==> config.mk <==
export PLATFORM = sky130hd
export DESIGN_NAME = sequential_unsigned_divider_flat
export DESIGN_NICKNAME = d
export VERILOG_FILES = /design/src/rtl/sequential_unsigned_divider_if.sv /design/src/rtl/sequential_unsigned_divider.sv /design/src/flat_wrapper.sv
export SDC_FILE = /design/constraint.sdc
export NUM_CORES = 1
export LEC_CHECK = 0
export BUFFER_PORTS_ARGS = -buffer_cell sky130_fd_sc_hd__buf_2
export CAP_MARGIN = 20
export CORE_MARGIN = 1.5
export CORE_UTILIZATION = 51
export DETAILED_ROUTE_END_ITERATION = 10
export GPL_TIMING_DRIVEN = 1
export PLACE_DENSITY = 0.81
export SYNTH_ARGS = -nofsm -noshare
export SYNTH_HDL_FRONTEND = slang
export SYNTH_SLANG_ARGS = --single-unit
==> constraint.sdc <==
create_clock -name clk -period 2.05 [get_ports clk]
set_clock_uncertainty 0.05 [all_clocks]
set_input_delay 0.3075 -clock clk [delete_from_list [all_inputs] [get_ports clk]]
set_output_delay 0.3075 -clock clk [all_outputs]
set_load 0.02 [all_outputs]
==> src/rtl/sequential_unsigned_divider_if.sv <==
// Handshake bundle for the iterative unsigned divider.
// The master issues requests and the slave returns registered results.
interface sequential_unsigned_divider_if #(
  parameter int WIDTH = 8
) ();
  logic                 start;
  logic [2*WIDTH-1:0]   dividend;
  logic [WIDTH-1:0]     divisor;
  logic                 busy;
  logic                 done;
  logic [WIDTH-1:0]     quotient;
  logic [WIDTH-1:0]     remainder;
  logic                 div_by_zero;
  logic                 overflow;

  modport master (
    output start,
    output dividend,
    output divisor,
    input  busy,
    input  done,
    input  quotient,
    input  remainder,
    input  div_by_zero,
    input  overflow
  );

  modport slave (
    input  start,
    input  dividend,
    input  divisor,
    output busy,
    output done,
    output quotient,
    output remainder,
    output div_by_zero,
    output overflow
  );
endinterface

==> src/rtl/sequential_unsigned_divider.sv <==
// Restoring divider: 2W-bit dividend by W-bit divisor.
// Produces one quotient bit per clock behind start/busy/done.
module sequential_unsigned_divider #(
  parameter int WIDTH = 8
) (
  input  logic clk,
  input  logic rst_n,
  sequential_unsigned_divider_if.slave bus
);

  localparam int CW = (WIDTH > 1) ? $clog2(WIDTH) : 1;
  localparam logic [CW-1:0] LAST = CW'(WIDTH - 1);

  typedef enum logic {
    IDLE,
    RUN
  } state_t;

  state_t state;
  state_t state_n;

  logic [WIDTH-1:0] r;
  logic [WIDTH-1:0] r_n;
  logic [WIDTH-1:0] q;
  logic [WIDTH-1:0] q_n;
  logic [WIDTH-1:0] dsr;
  logic [WIDTH-1:0] dsr_n;
  logic [CW-1:0]    cnt;
  logic [CW-1:0]    cnt_n;
  logic [WIDTH-1:0] quo;
  logic [WIDTH-1:0] quo_n;
  logic [WIDTH-1:0] rem;
  logic [WIDTH-1:0] rem_n;
  logic             dbz;
  logic             dbz_n;
  logic             ovf;
  logic             ovf_n;
  logic             done;
  logic             done_n;

  logic [WIDTH-1:0] hi;
  logic [WIDTH-1:0] lo;
  logic [WIDTH:0]   t;
  logic [WIDTH:0]   diff;
  logic             ge;
  logic [WIDTH-1:0] r_step;
  logic [WIDTH-1:0] q_step;

  assign hi = bus.dividend[2*WIDTH-1:WIDTH];
  assign lo = bus.dividend[WIDTH-1:0];

  // R < divisor is invariant, so the trial remainder needs one extra bit only.
  assign t      = {r, q[WIDTH-1]};
  assign diff   = t - {1'b0, dsr};
  assign ge     = (t >= {1'b0, dsr});
  assign r_step = ge ? diff[WIDTH-1:0] : t[WIDTH-1:0];
  assign q_step = {q[WIDTH-2:0], ge};

  always_comb begin
    state_n = state;
    r_n     = r;
    q_n     = q;
    dsr_n   = dsr;
    cnt_n   = cnt;
    quo_n   = quo;
    rem_n   = rem;
    dbz_n   = dbz;
    ovf_n   = ovf;
    done_n  = 1'b0;
    unique case (state)
      IDLE: begin
        if (bus.start) begin
          dbz_n = 1'b0;
          ovf_n = 1'b0;
          dsr_n = bus.divisor;
          r_n   = hi;
          q_n   = lo;
          cnt_n = '0;
          if (bus.divisor == '0) begin
            dbz_n  = 1'b1;
            quo_n  = '1;
            rem_n  = lo;
            done_n = 1'b1;
          end else if (hi >= bus.divisor) begin
            ovf_n  = 1'b1;
            quo_n  = '1;
            rem_n  = lo;
            done_n = 1'b1;
          end else begin
            state_n = RUN;
          end
        end
      end
      RUN: begin
        r_n   = r_step;
        q_n   = q_step;
        cnt_n = cnt + CW'(1);
        if (cnt == LAST) begin
          quo_n   = q_step;
          rem_n   = r_step;
          done_n  = 1'b1;
          state_n = IDLE;
        end
      end
      default: state_n = IDLE;
    endcase
  end

  always_ff @(posedge clk or negedge rst_n) begin
    if (!rst_n) begin
      state <= IDLE;
      r     <= '0;
      q     <= '0;
      dsr   <= '0;
      cnt   <= '0;
      quo   <= '0;
      rem   <= '0;
      dbz   <= 1'b0;
      ovf   <= 1'b0;
      done  <= 1'b0;
    end else begin
      state <= state_n;
      r     <= r_n;
      q     <= q_n;
      dsr   <= dsr_n;
      cnt   <= cnt_n;
      quo   <= quo_n;
      rem   <= rem_n;
      dbz   <= dbz_n;
      ovf   <= ovf_n;
      done  <= done_n;
    end
  end

  assign bus.busy        = (state == RUN);
  assign bus.done        = done;
  assign bus.quotient    = quo;
  assign bus.remainder   = rem;
  assign bus.div_by_zero = dbz;
  assign bus.overflow    = ovf;

endmodule

==> src/flat_wrapper.sv <==
// flat-port wrapper written by rule: the top's interface ports become plain ports
module sequential_unsigned_divider_flat 
#(
  parameter int WIDTH = 8
)
  (clk, rst_n, bus_start, bus_dividend, bus_divisor, bus_busy, bus_done, bus_quotient, bus_remainder, bus_div_by_zero, bus_overflow);
  sequential_unsigned_divider_if #(.WIDTH(WIDTH)) bus_i ();
  input  logic clk;
  input  logic rst_n;
  input wire logic [$bits(bus_i.start)-1:0] bus_start;
  input wire logic [$bits(bus_i.dividend)-1:0] bus_dividend;
  input wire logic [$bits(bus_i.divisor)-1:0] bus_divisor;
  output wire logic [$bits(bus_i.busy)-1:0] bus_busy;
  output wire logic [$bits(bus_i.done)-1:0] bus_done;
  output wire logic [$bits(bus_i.quotient)-1:0] bus_quotient;
  output wire logic [$bits(bus_i.remainder)-1:0] bus_remainder;
  output wire logic [$bits(bus_i.div_by_zero)-1:0] bus_div_by_zero;
  output wire logic [$bits(bus_i.overflow)-1:0] bus_overflow;
  assign bus_i.start = bus_start;
  assign bus_i.dividend = bus_dividend;
  assign bus_i.divisor = bus_divisor;
  assign bus_busy = bus_i.busy;
  assign bus_done = bus_i.done;
  assign bus_quotient = bus_i.quotient;
  assign bus_remainder = bus_i.remainder;
  assign bus_div_by_zero = bus_i.div_by_zero;
  assign bus_overflow = bus_i.overflow;
  sequential_unsigned_divider #(.WIDTH(WIDTH)) u_core (.clk(clk), .rst_n(rst_n), .bus(bus_i));
endmodule
; ---- Word-level counts from Yosys, hierarchy flattened
; Cells that the tools add are included.
[op_classes]
n_addsub = 2
n_lt_le_gt_ge = 2
eq_ne = 4
n_mux = 29
bitwise = 1
reduce_logical = 3
[op_table]
columns = op, count
row1 = 8-bit two-way mux, 11
row2 = 8-bit one-hot mux with 2 select lines, 4
row3 = 1-bit two-way mux, 10
row4 = 9-bit by 8-bit >= comparator with 1-bit output, 1
row5 = 8-bit >= comparator, 1
row6 = 8-bit logical NOT, 1
row7 = 8-bit subtractor, 1
row8 = 3-bit one-hot mux with 2 select lines, 1
row9 = "2-bit != test, second input constant", 2
row10 = 1-bit one-hot mux with 2 select lines, 2
row11 = "3-bit by 1-bit adder with 3-bit output, second input constant", 1
row12 = "3-bit equality test, second input constant", 1
row13 = 3-bit two-way mux, 1
row14 = "3-bit by 1-bit != test with 1-bit output, second input constant", 1
row15 = 3-bit AND reduction, 1
row16 = 2-bit AND reduction, 1
row17 = 1-bit NOT, 1
[word_totals]
regBits = 47
input_bits = 27

; ---- Logic depth before layout (Yosys ltp)
; Gate-level depths: netlist (run 1).
[logic_depth]
ltp_word = 5
ltp_mapped = 11

; ---- Worst setup path after synthesis (run 1)
; OpenSTA, ideal clock, no wires.
[synth_timing]
kind = reg-to-reg
start = register u_core.r[5]
end = register u_core.rem[2] (netlist: u_core.bus.remainder[2])
setup_time_ps = 121
t_arrival_ps = 1856
t_required_ps = 1879
slack_ps = 23
path_stages_with_launch = 8
period_less_slack_ps = 2027
path_cell_list = dfrtp_1 > ha_1 > a21oi_1 > o221a_1 > nor3b_4 > buf_6 > o211ai_2 > a22o_1
[synth_between]
elab_chain_cells = 4
[synth_rtl]
columns = item, line_no
row1 = start: declaration, sequential_unsigned_divider.sv:22  ; logic [WIDTH-1:0] r;
row2 = start signal: assignment, sequential_unsigned_divider.sv:123  ; r <= r_n;
row3 = 9-bit by 8-bit >= comparator with 1-bit output, sequential_unsigned_divider.sv:55  ; assign ge = (t >= {1'b0, dsr});
row4 = 8-bit two-way mux, sequential_unsigned_divider.sv:56  ; assign r_step = ge ? diff[WIDTH-1:0] : t[WIDTH-1:0];
row5 = 8-bit two-way mux, sequential_unsigned_divider.sv:98  ; if (cnt == LAST) begin
row6 = 8-bit one-hot mux with 2 select lines, sequential_unsigned_divider.sv:70  ; unique case (state)
row7 = end signal: assignment, sequential_unsigned_divider.sv:128  ; rem <= rem_n;
row8 = end: declaration, sequential_unsigned_divider.sv:32  ; logic [WIDTH-1:0] rem;
; No other way between the ends. The select of a mux whose other input is x is not followed.
; A chain may end at the register's enable or synchronous reset.

; ---- Final worst setup path (run 1)
[layout_timing]
start = register u_core.dsr[3]
end = register u_core.r[6]
[layout_between]
elab_chain_cells = 3
[layout_rtl]
columns = item, line_no
row1 = start: declaration, sequential_unsigned_divider.sv:26  ; logic [WIDTH-1:0] dsr;
row2 = start signal: assignment, sequential_unsigned_divider.sv:125  ; dsr <= dsr_n;
row3 = 8-bit subtractor / 9-bit by 8-bit >= comparator with 1-bit output (equally long branches), "sequential_unsigned_divider.sv:54, sequential_unsigned_divider.sv:55"
row4 = 8-bit two-way mux (*), sequential_unsigned_divider.sv:56
row5 = 8-bit one-hot mux with 2 select lines (*), sequential_unsigned_divider.sv:70
; Every way passes the cells marked *; elsewhere a longest branch is shown, timed or not.

==> results of run 1 <==
state kept, by name, summed over array words and instances, names as in the netlist:
register and cells:
u_core.bus.remainder 8, u_core.bus.overflow 1, u_core.cnt 3, u_core.q 8, u_core.bus.busy 1, u_core.bus.done 1
u_core.bus.quotient 8, u_core.r 8, u_core.dsr 8, u_core.bus.div_by_zero 1
report_power, final:
part	total, mW	switching (mW)	internal, mW
Clock	0.714	0.346	0.368
Combinational	4.94	2.60	2.34
Sequential	1.66	0.291	1.37
Total	7.32	3.24	4.08
cell type report:
cell class              instances  area, sq um  area share, %
repair buffers                 98        654.4          17.69
inverters                      24        95.09          2.571
clock buffers                   5        68.82          1.861
clock inverters                 3        46.29          1.252
flip-flops and latches         47         1177          31.83
multi-input cells             202         1563          42.25
well taps                      70        87.58          2.368
repair inverters                1        6.256         0.1691
worst paths after layout:
path                                 from            end  slack, ns  depth (start not counted)
min reg2reg                 u_core.cnt[0]  u_core.cnt[0]       0.45                          1
max reg2reg                 u_core.dsr[3]    u_core.r[6]      -0.18                          9
min in group asynchronous           rst_n    u_core.r[3]       0.41                          2
min                        bus_divisor[7]  u_core.dsr[7]       0.19                          3
max in group asynchronous           rst_n    u_core.r[7]       0.94                          3
max                         u_core.dsr[3]    u_core.r[6]      -0.18                          9
logic make-up after synthesis:
family / share of synthesized area [%]
buffers and inverters: 6.152
AO/OA/AOI/OAI: 22.13
AND/OR/NAND/NOR: 13.82
flip-flops: 43.16
XOR/XNOR: 0.9644
adder cells (fa/ha/maj): 8.999
multiplexers: 4.775
Yosys cell counts, drive strengths merged (3+ instances only):
cell	instances
o21a	5
a22o	6
o21ai	19
nand4	4
a211oi	4
a21oi	27
a21boi	3
buf	6
ha	18
and2	3
nand2	26
dfrtp	47
a31oi	6
nor2	28
inv	24
mux2i	13
a31o	3
clkbuf	7
nand3	5
layer usage:
| layer | GRT usage (%) | part of all wire [%] | wire length [um] |
|---|---|---|---|
| met1 | 35.47 | 41 | 3322 |
| met2 | 47.03 | 50 | 4117 |
| met3 | 3.713 | 6.3 | 513 |
| met4 | 7.407 | 2.8 | 228 |
| met5 | 0 | 0 | 0 |
through the flow:
step	setup WS (ns)	hold slack, ns	std cells
after floorplan	0.02346	-0.03809	286
after global placement	-0.1312	0.2062	432
after detailed placement	-0.2285	0.2155	432
after CTS	-0.1090	0.1868	446
after global routing	-0.2147	0.2054	450
final	-0.1805	0.1926	450
repair_timing:
action	CTS	global route
gates cloned	0	1
buffers inserted	5	3
endpoints found under the hold margin	15	0
hold buffers	1	0
pin swaps	11	11
setup endpoints to repair	16	24
resized for setup	20	19
worst min-delay path, cell delays in order:
cell     delay (ns)
buf_2          0.10
nand2_1        0.05
o21ai_0        0.06
==> results.json, run 1 <==
{
  "io_pins": 47,
  "cts_root_buf": "clkbuf_8",
  "cp-start-kind": "flip-flop",
  "drc": 0,
  "routabilityCongestion": 0.8711,
  "ys_seq_area_share_pct": 43.16,
  "final.setup.tns_ns": -1.416,
  "slew_viol_final": 0,
  "max-cap-violations": 0,
  "grt_usage_pct": 27.02,
  "cp_slowest_cell": "dfrtp_1",
  "place_hpwl_um": 5443,
  "path_clk_slew_ns": 0.10,
  "dieArea_sq_um": 5791,
  "hold_viol": 0,
  "grt_pass1_wl_um": 12490,
  "cp_max_fo": 4,
  "grt_max_degree": 29,
  "violations": "negative setup slack",
  "fillers": 382,
  "async_reset_ff_share_pct": 100.0,
  "rows": 26,
  "synth_area_leaders": "dfrtp_1 43%, ha_1 8.3%, mux2i_1 4.8%",
  "setup_viol": 16,
  "cts_tree": "built",
  "cp_cell_sequence": "inv_1 > ha_4 > buf_4 > o21ai_0 > a21oi_2 > o21a_1 > o21a_1 > o31ai_4 > a21boi_2",
  "slew_headroom_pct": 63.17,
  "yosysTopAreaCell": "dfrtp_1",
  "firstDrtPassIters": 5,
  "min_period_over_period_pct": 108.8,
  "clock_latency_ns": 0.31,
  "syn_area_per_cell_sq_um": 9.528,
  "via_per_inst": 5.871,
  "area_growth_pct": 35.72,
  "timing.critical_path.buf_inv": 2,
  "syn_nets": 332,
  "htree_levels": 2,
  "peakVddDrop_mv": 1.034,
  "cts_inserted_buffers": 5,
  "die-height_um": 76.10,
  "synth_cells": 286,
  "ys.flop_type": "dfrtp_1",
  "synth_cell_type_count": 53,
  "synth-edff-count": 0,
  "wirelength_um": 8181,
  "drive_gt1_share_pct": 37.63,
  "power.total_mw": 7.316,
  "tightestPinTransition_ns": 0.5517,
  "n_antenna_cell": 0,
  "finalCoreUtilization_pct": 71.96,
  "outcome": "complete, but fails checks",
  "power.density_nw_per_um2": 1978,
  "crit_arrival_ns": 2.42,
  "clock_sinks": 47,
  "netlist_area_sq_um": 2725,
  "cp-end-kind": "flip-flop",
  "dr.first_iter.drc_count": 237,
  "grt-ovfl-total": 0,
  "wl_per_cell_um": 18.18,
  "path_delay_family": "compound AO/OA/AOI/OAI gates",
  "cp.required_ns": 2.24,
  "synth-warning-count": 0,
  "max_freq_mhz": 448.3,
  "cpMostUsedCell": "o21a_1",
  "initial_core_util_pct": 53.02,
  "layout_common_cells": "46 x buf_2, 46 x dfrtp_1, 45 x buf_4",
  "cellLeakagePower_nw": 1.758,
  "routed-via-count": 2642,
  "grt_setup_unrepaired": "yes",
  "placed_area_sq_um": 3303,
  "min_period_ns": 2.230,
  "hold_path_class": "in -> reg",
  "cp_slowest_stage_delay_ns": 0.37,
  "yosysTopAreaCellShare_pct": 43.16,
  "finalNetCount": 425,
  "numPortBuffers": 46,
  "core-area_sq_um": 5140,
  "clockBufferDepth": 2,
  "antenna_found_initial": 0,
  "grt_pass1_vias": 2566,
  "die_w_um": 76.10,
  "setup_slack_ns": -0.1805,
  "path_class": "reg -> reg",
  "design_area_sq_um": 3699,
  "synth-seq-cells": 47,
  "drtAntennaViolNets": 0
}
No activity file was read; power rests on OpenSTA's default activity.
==> run 2: changes to the inputs <==
- RECOVER_POWER: default -> 25
==> run 2 against run 1 <==
The flow still finishes with violations (negative setup slack). Worst hold slack is essentially flat. Sequential power is essentially flat. Setup slack lost 0.0038 ns. Via count is essentially flat. Sequential cell count is the same. Maximum frequency shrank 0.17%. Critical endpoint unchanged. Highest routed layer unchanged.
==> results.json, run 2 (synthesis gave the netlist of run 1 again) <==
{
  "outcome": "complete, but fails checks",
  "violations": "negative setup slack",
  "core-area_sq_um": 5140,
  "globalRouteMet1Util_pct": 35.47,
  "cp-end-kind": "flip-flop",
  "cts_root_buf": "clkbuf_8",
  "dp.cells": 432,
  "io_pins": 47,
  "cp_max_fo": 4,
  "wl_per_cell_um": 18.18,
  "finalCoreUtilization_pct": 71.88,
  "grt-ovfl-total": 0,
  "grt_setup_unrepaired": "yes",
  "power.density_nw_per_um2": 1979,
  "numPortBuffers": 46,
  "path_clk_slew_ns": 0.10,
  "hold_path_class": "in -> reg",
  "placed_area_sq_um": 3303,
  "layout_commonest_cell": "dfrtp_1",
  "grt_pass1_wl_um": 12490,
  "drtAntennaViolNets": 0,
  "crit_arrival_ns": 2.42,
  "busiest_layer": "met2",
  "met2_usage_pct": 47.03,
  "final.setup.tns_ns": -1.416,
  "htree_levels": 2,
  "n_antenna_cell": 0,
  "routed-via-count": 2643,
  "area_growth_pct": 35.58,
  "place_hpwl_um": 5443,
  "finalNetCount": 425,
  "max-cap-violations": 0,
  "layout_common_cells": "46 x dfrtp_1, 45 x buf_2, 44 x buf_4",
  "die_w_um": 76.10,
  "cts_tree": "built",
  "grt_max_degree": 29,
  "drive_gt1_share_pct": 37.37,
  "hold_ws_ns": 0.1926,
  "wirelength_um": 8179,
  "tightestPinTransition_ns": 1.021,
  "clock_sinks": 47,
  "die-height_um": 76.10,
  "slew_viol_final": 0,
  "antenna_found_initial": 0,
  "slew_headroom_pct": 31.91,
  "clock_latency_ns": 0.31,
  "max_freq_mhz": 447.6,
  "setup_viol": 16,
  "dp_slack_ns": -0.2285,
  "min_period_over_period_pct": 109.0,
  "hold_viol": 0,
  "peakVddDrop_mv": 1.035,
  "dieArea_sq_um": 5791,
  "clockBufferDepth": 2,
  "via_per_inst": 5.873,
  "design_area_sq_um": 3695,
  "min_period_ns": 2.234,
  "cp-start-kind": "flip-flop",
  "firstDrtPassIters": 5,
  "dr.first_iter.drc_count": 217,
  "routabilityCongestion": 0.8711,
  "initial_core_util_pct": 53.02,
  "path_class": "reg -> reg",
  "rows": 26,
  "grt_pass1_vias": 2566,
  "cts_inserted_buffers": 5,
  "power.total_mw": 7.314,
  "cellLeakagePower_nw": 1.755,
  "globalRouteMet3Util_pct": 3.713,
  "final_cells": 450,
  "drc": 0,
  "grt_usage_pct": 27.02,
  "setup_slack_ns": -0.1843,
  "cp.required_ns": 2.24
}
## run 2: critical path, cell delays in order, from the launching register on
cell and delay (ns):
dfrtp_1 0.37, inv_1 0.11, ha_4 0.23, buf_4 0.14, o21ai_0 0.28, a21oi_2 0.09, o21a_1 0.22, o21a_1 0.20
o31ai_4 0.28, a21boi_2 0.19
## run 2: layout make-up
class	instances	area, sq um
Tap cell	70	87.58
Clock buffer	5	68.82
Multi-Input combinational cell	202	1563
Fill cell	383	1445
Sequential cell	47	1177
Inverter	24	95.09
Clock inverter	3	46.29
Timing Repair inverter	1	6.256
Timing Repair Buffer	98	650.6
## run 2: report_power, final
group	internal [mW]	switching (mW)	leakage [nW]
registers	1.37	0.292	0.540
clock network	0.368	0.347	0.0548
logic	2.34	2.59	1.16
## run 2: timing repair
action	4_1_cts	5_1_grt
setup buffers	5	3
hold endpoints to repair	15	0
hold buffers	1	0
pin swaps	11	11
endpoints found under the setup margin	16	24
gates resized for setup	20	19
cloned	0	1
## run 2: path summary, 6_finish.rpt
path | start | end | slack (ns) | cells after the start
worst max-delay path | u_core.dsr[3] | u_core.r[6] | -0.18 | 9
worst min-delay path | bus_divisor[7] | u_core.dsr[7] | 0.19 | 3
worst max register to register | u_core.dsr[3] | u_core.r[6] | -0.18 | 9
worst min register to register | u_core.cnt[0] | u_core.cnt[0] | 0.45 | 1
max in group asynchronous | rst_n | u_core.r[1] | 0.39 | 3
min in group asynchronous | rst_n | u_core.r[3] | 0.64 | 2
## run 2: layer usage
layer  wire (um)  vias up  share of wire, %
met5           0        -                 0
met4         236        0               2.9
met3         492       29               6.0
met2        4115      142                50
met1        3335     1264                41
li1            -     1208                 -
==> run 3: changes to the inputs <==
- CORE_ASPECT_RATIO: default -> 0.5
- CORE_UTILIZATION: 51 -> 55
- PLACE_DENSITY: 0.81 -> 0.82
- clock period: 2.05 -> 2.7 ns (I/O delays scaled with it)
==> run 3 against run 2 <==
Critical path type unchanged. Routed wire length shrank 19%. The run now ends clean. Sequential power is 24% lower. Via count decreased by 12%. Core utilization decreased by 4.1 points. Power fell by 43%. Worst hold slack better by 0.025 ns. Maximum frequency shrank 9.1%. Sequential cell count is the same. Sequential share of layout area grew 6.1 points. Global-route usage rose by 0.23 points. Register-to-register slack better by 0.43 ns.
==> results.json, run 3 (synthesis gave the netlist of run 1 again) <==
{
  "grt_max_degree": 48,
  "via_per_inst": 5.842,
  "min_period_ns": 2.458,
  "cp_cell_sequence": "ha_1 > a21oi_1 > o221a_1 > nor3b_4 > nor2_1 > a211oi_1 > o21ai_0",
  "globalRouteMet1Util_pct": 38.05,
  "power.total_mw": 4.164,
  "slew_headroom_pct": 15.19,
  "cp_slowest_stage_delay_ns": 0.44,
  "die_w_um": 102.5,
  "cp.required_ns": 2.84,
  "power.density_nw_per_um2": 1342,
  "holdBufCountCts": 0,
  "reg2reg_slack_ns": 0.24,
  "final.setup.tns_ns": 0,
  "n_antenna_cell": 0,
  "cts_tree": "built",
  "finalNetCount": 378,
  "wl_per_cell_um": 16.62,
  "cts_setup_buffers": 0,
  "routed-via-count": 2331,
  "htree_levels": 2,
  "layout_commonest_cell": "dfrtp_1",
  "path_delay_family": "compound AO/OA/AOI/OAI gates",
  "r2r-start": "u_core.r[5]",
  "grt_setup_unrepaired": "no",
  "busiest_layer": "met2",
  "path_clk_slew_ns": 0.09,
  "cp-start-kind": "flip-flop",
  "drc": 0,
  "placed_area_sq_um": 3000,
  "routabilityCongestion": 0.9808,
  "cts_root_buf": "clkbuf_8",
  "drtAntennaViolNets": 0,
  "cp_slowest_cell": "dfrtp_1",
  "numPortBuffers": 46,
  "io_pins": 47,
  "grt_usage_pct": 27.25,
  "rows": 17,
  "cp_max_fo": 8,
  "hold_viol": 0,
  "path_class": "reg -> reg",
  "clock_latency_ns": 0.31,
  "hold_path_class": "in -> async",
  "met2_usage_pct": 42.94,
  "peakVddDrop_mv": 0.6398,
  "cellLeakagePower_nw": 1.501,
  "globalRouteMet3Util_pct": 5.067,
  "initial_core_util_pct": 59.59,
  "clockBufferDepth": 2,
  "max-cap-violations": 0,
  "post_cts_resized": 0,
  "max_freq_mhz": 406.8,
  "area_growth_pct": 13.82,
  "timing.critical_path.buf_inv": 0,
  "firstDrtPassIters": 4,
  "clock_sinks": 47,
  "layout_common_cells": "47 x dfrtp_1, 45 x buf_2, 28 x nor2_1",
  "dieArea_sq_um": 5412,
  "grt-ovfl-total": 0,
  "core-area_sq_um": 4573,
  "grt_pass1_wl_um": 10920,
  "fillers": 380,
  "antenna_found_initial": 0,
  "wirelength_um": 6633,
  "cp-end-kind": "flip-flop",
  "min_period_over_period_pct": 91.04,
  "place_hpwl_um": 4836,
  "tightestPinTransition_ns": 1.272,
  "design_area_sq_um": 3102,
  "slew_viol_final": 0,
  "grt_pass1_vias": 2249,
  "cts_inserted_buffers": 5,
  "startpoint": "u_core.r[5]",
  "drive_gt1_share_pct": 21.62,
  "hold_ws_ns": 0.2172,
  "crit_arrival_ns": 2.59,
  "die-height_um": 52.78,
  "outcome": "finished, final reports clean",
  "setup_viol": 0,
  "dr.first_iter.drc_count": 171
}
## run 3: path summary, 6_finish.rpt
kind	cells after the start	endpoint
setup / recovery	7	u_core.bus.remainder[1]
hold / removal	1	u_core.cnt[2]
setup reg to reg	7	u_core.bus.remainder[1]
hold reg to reg	2	u_core.bus.overflow
max in group asynchronous	2	u_core.dsr[1]
min in group clk	3	u_core.dsr[6]
## run 3: routing by layer
layer  vias to the layer above  routed length (um)
met4                         0                 121
li1                       1112                   -
met1                      1127                3017
met3                        13                 429
met5                         -                   0
met2                        79                3065
## run 3: worst register-to-register path, stage by stage, from the launching register on
cell and delay, ns:
dfrtp_1 0.44, ha_1 0.38, a21oi_1 0.24, o221a_1 0.28
nor3b_4 0.42, nor2_1 0.11, a211oi_1 0.29, o21ai_0 0.13
## run 3: area by class of cell
class | count | area (sq um) | area share, %
sequential | 47 | 1176 | 37.92
clock buffer | 6 | 72.57 | 2.340
tap | 66 | 82.58 | 2.662
multi-input combinational | 202 | 1381 | 44.53
clock inverter | 2 | 17.52 | 0.5647
inverter | 24 | 92.59 | 2.985
timing repair buffer | 52 | 279.0 | 8.996
## run 3: per-stage QoR
| step | util, % | cells | setup WS (ns) |
|---|---|---|---|
| after global placement | 65.61 | 390 | 0.3592 |
| after CTS | 67.58 | 398 | 0.2699 |
| after floorplan | - | 286 | 0.6219 |
| after detailed placement | 65.61 | 390 | 0.3025 |
| after global routing | 67.82 | 399 | 0.07630 |
| final | 67.82 | 399 | 0.2419 |
## run 3: report_power, final
part | total, mW | switching, mW | leakage [nW] | internal [mW]
logic | 2.46 | 1.48 | 0.915 | 0.979
registers | 1.26 | 0.218 | 0.541 | 1.04
clock network | 0.443 | 0.257 | 0.0454 | 0.187
total | 4.16 | 1.96 | 1.50 | 2.20
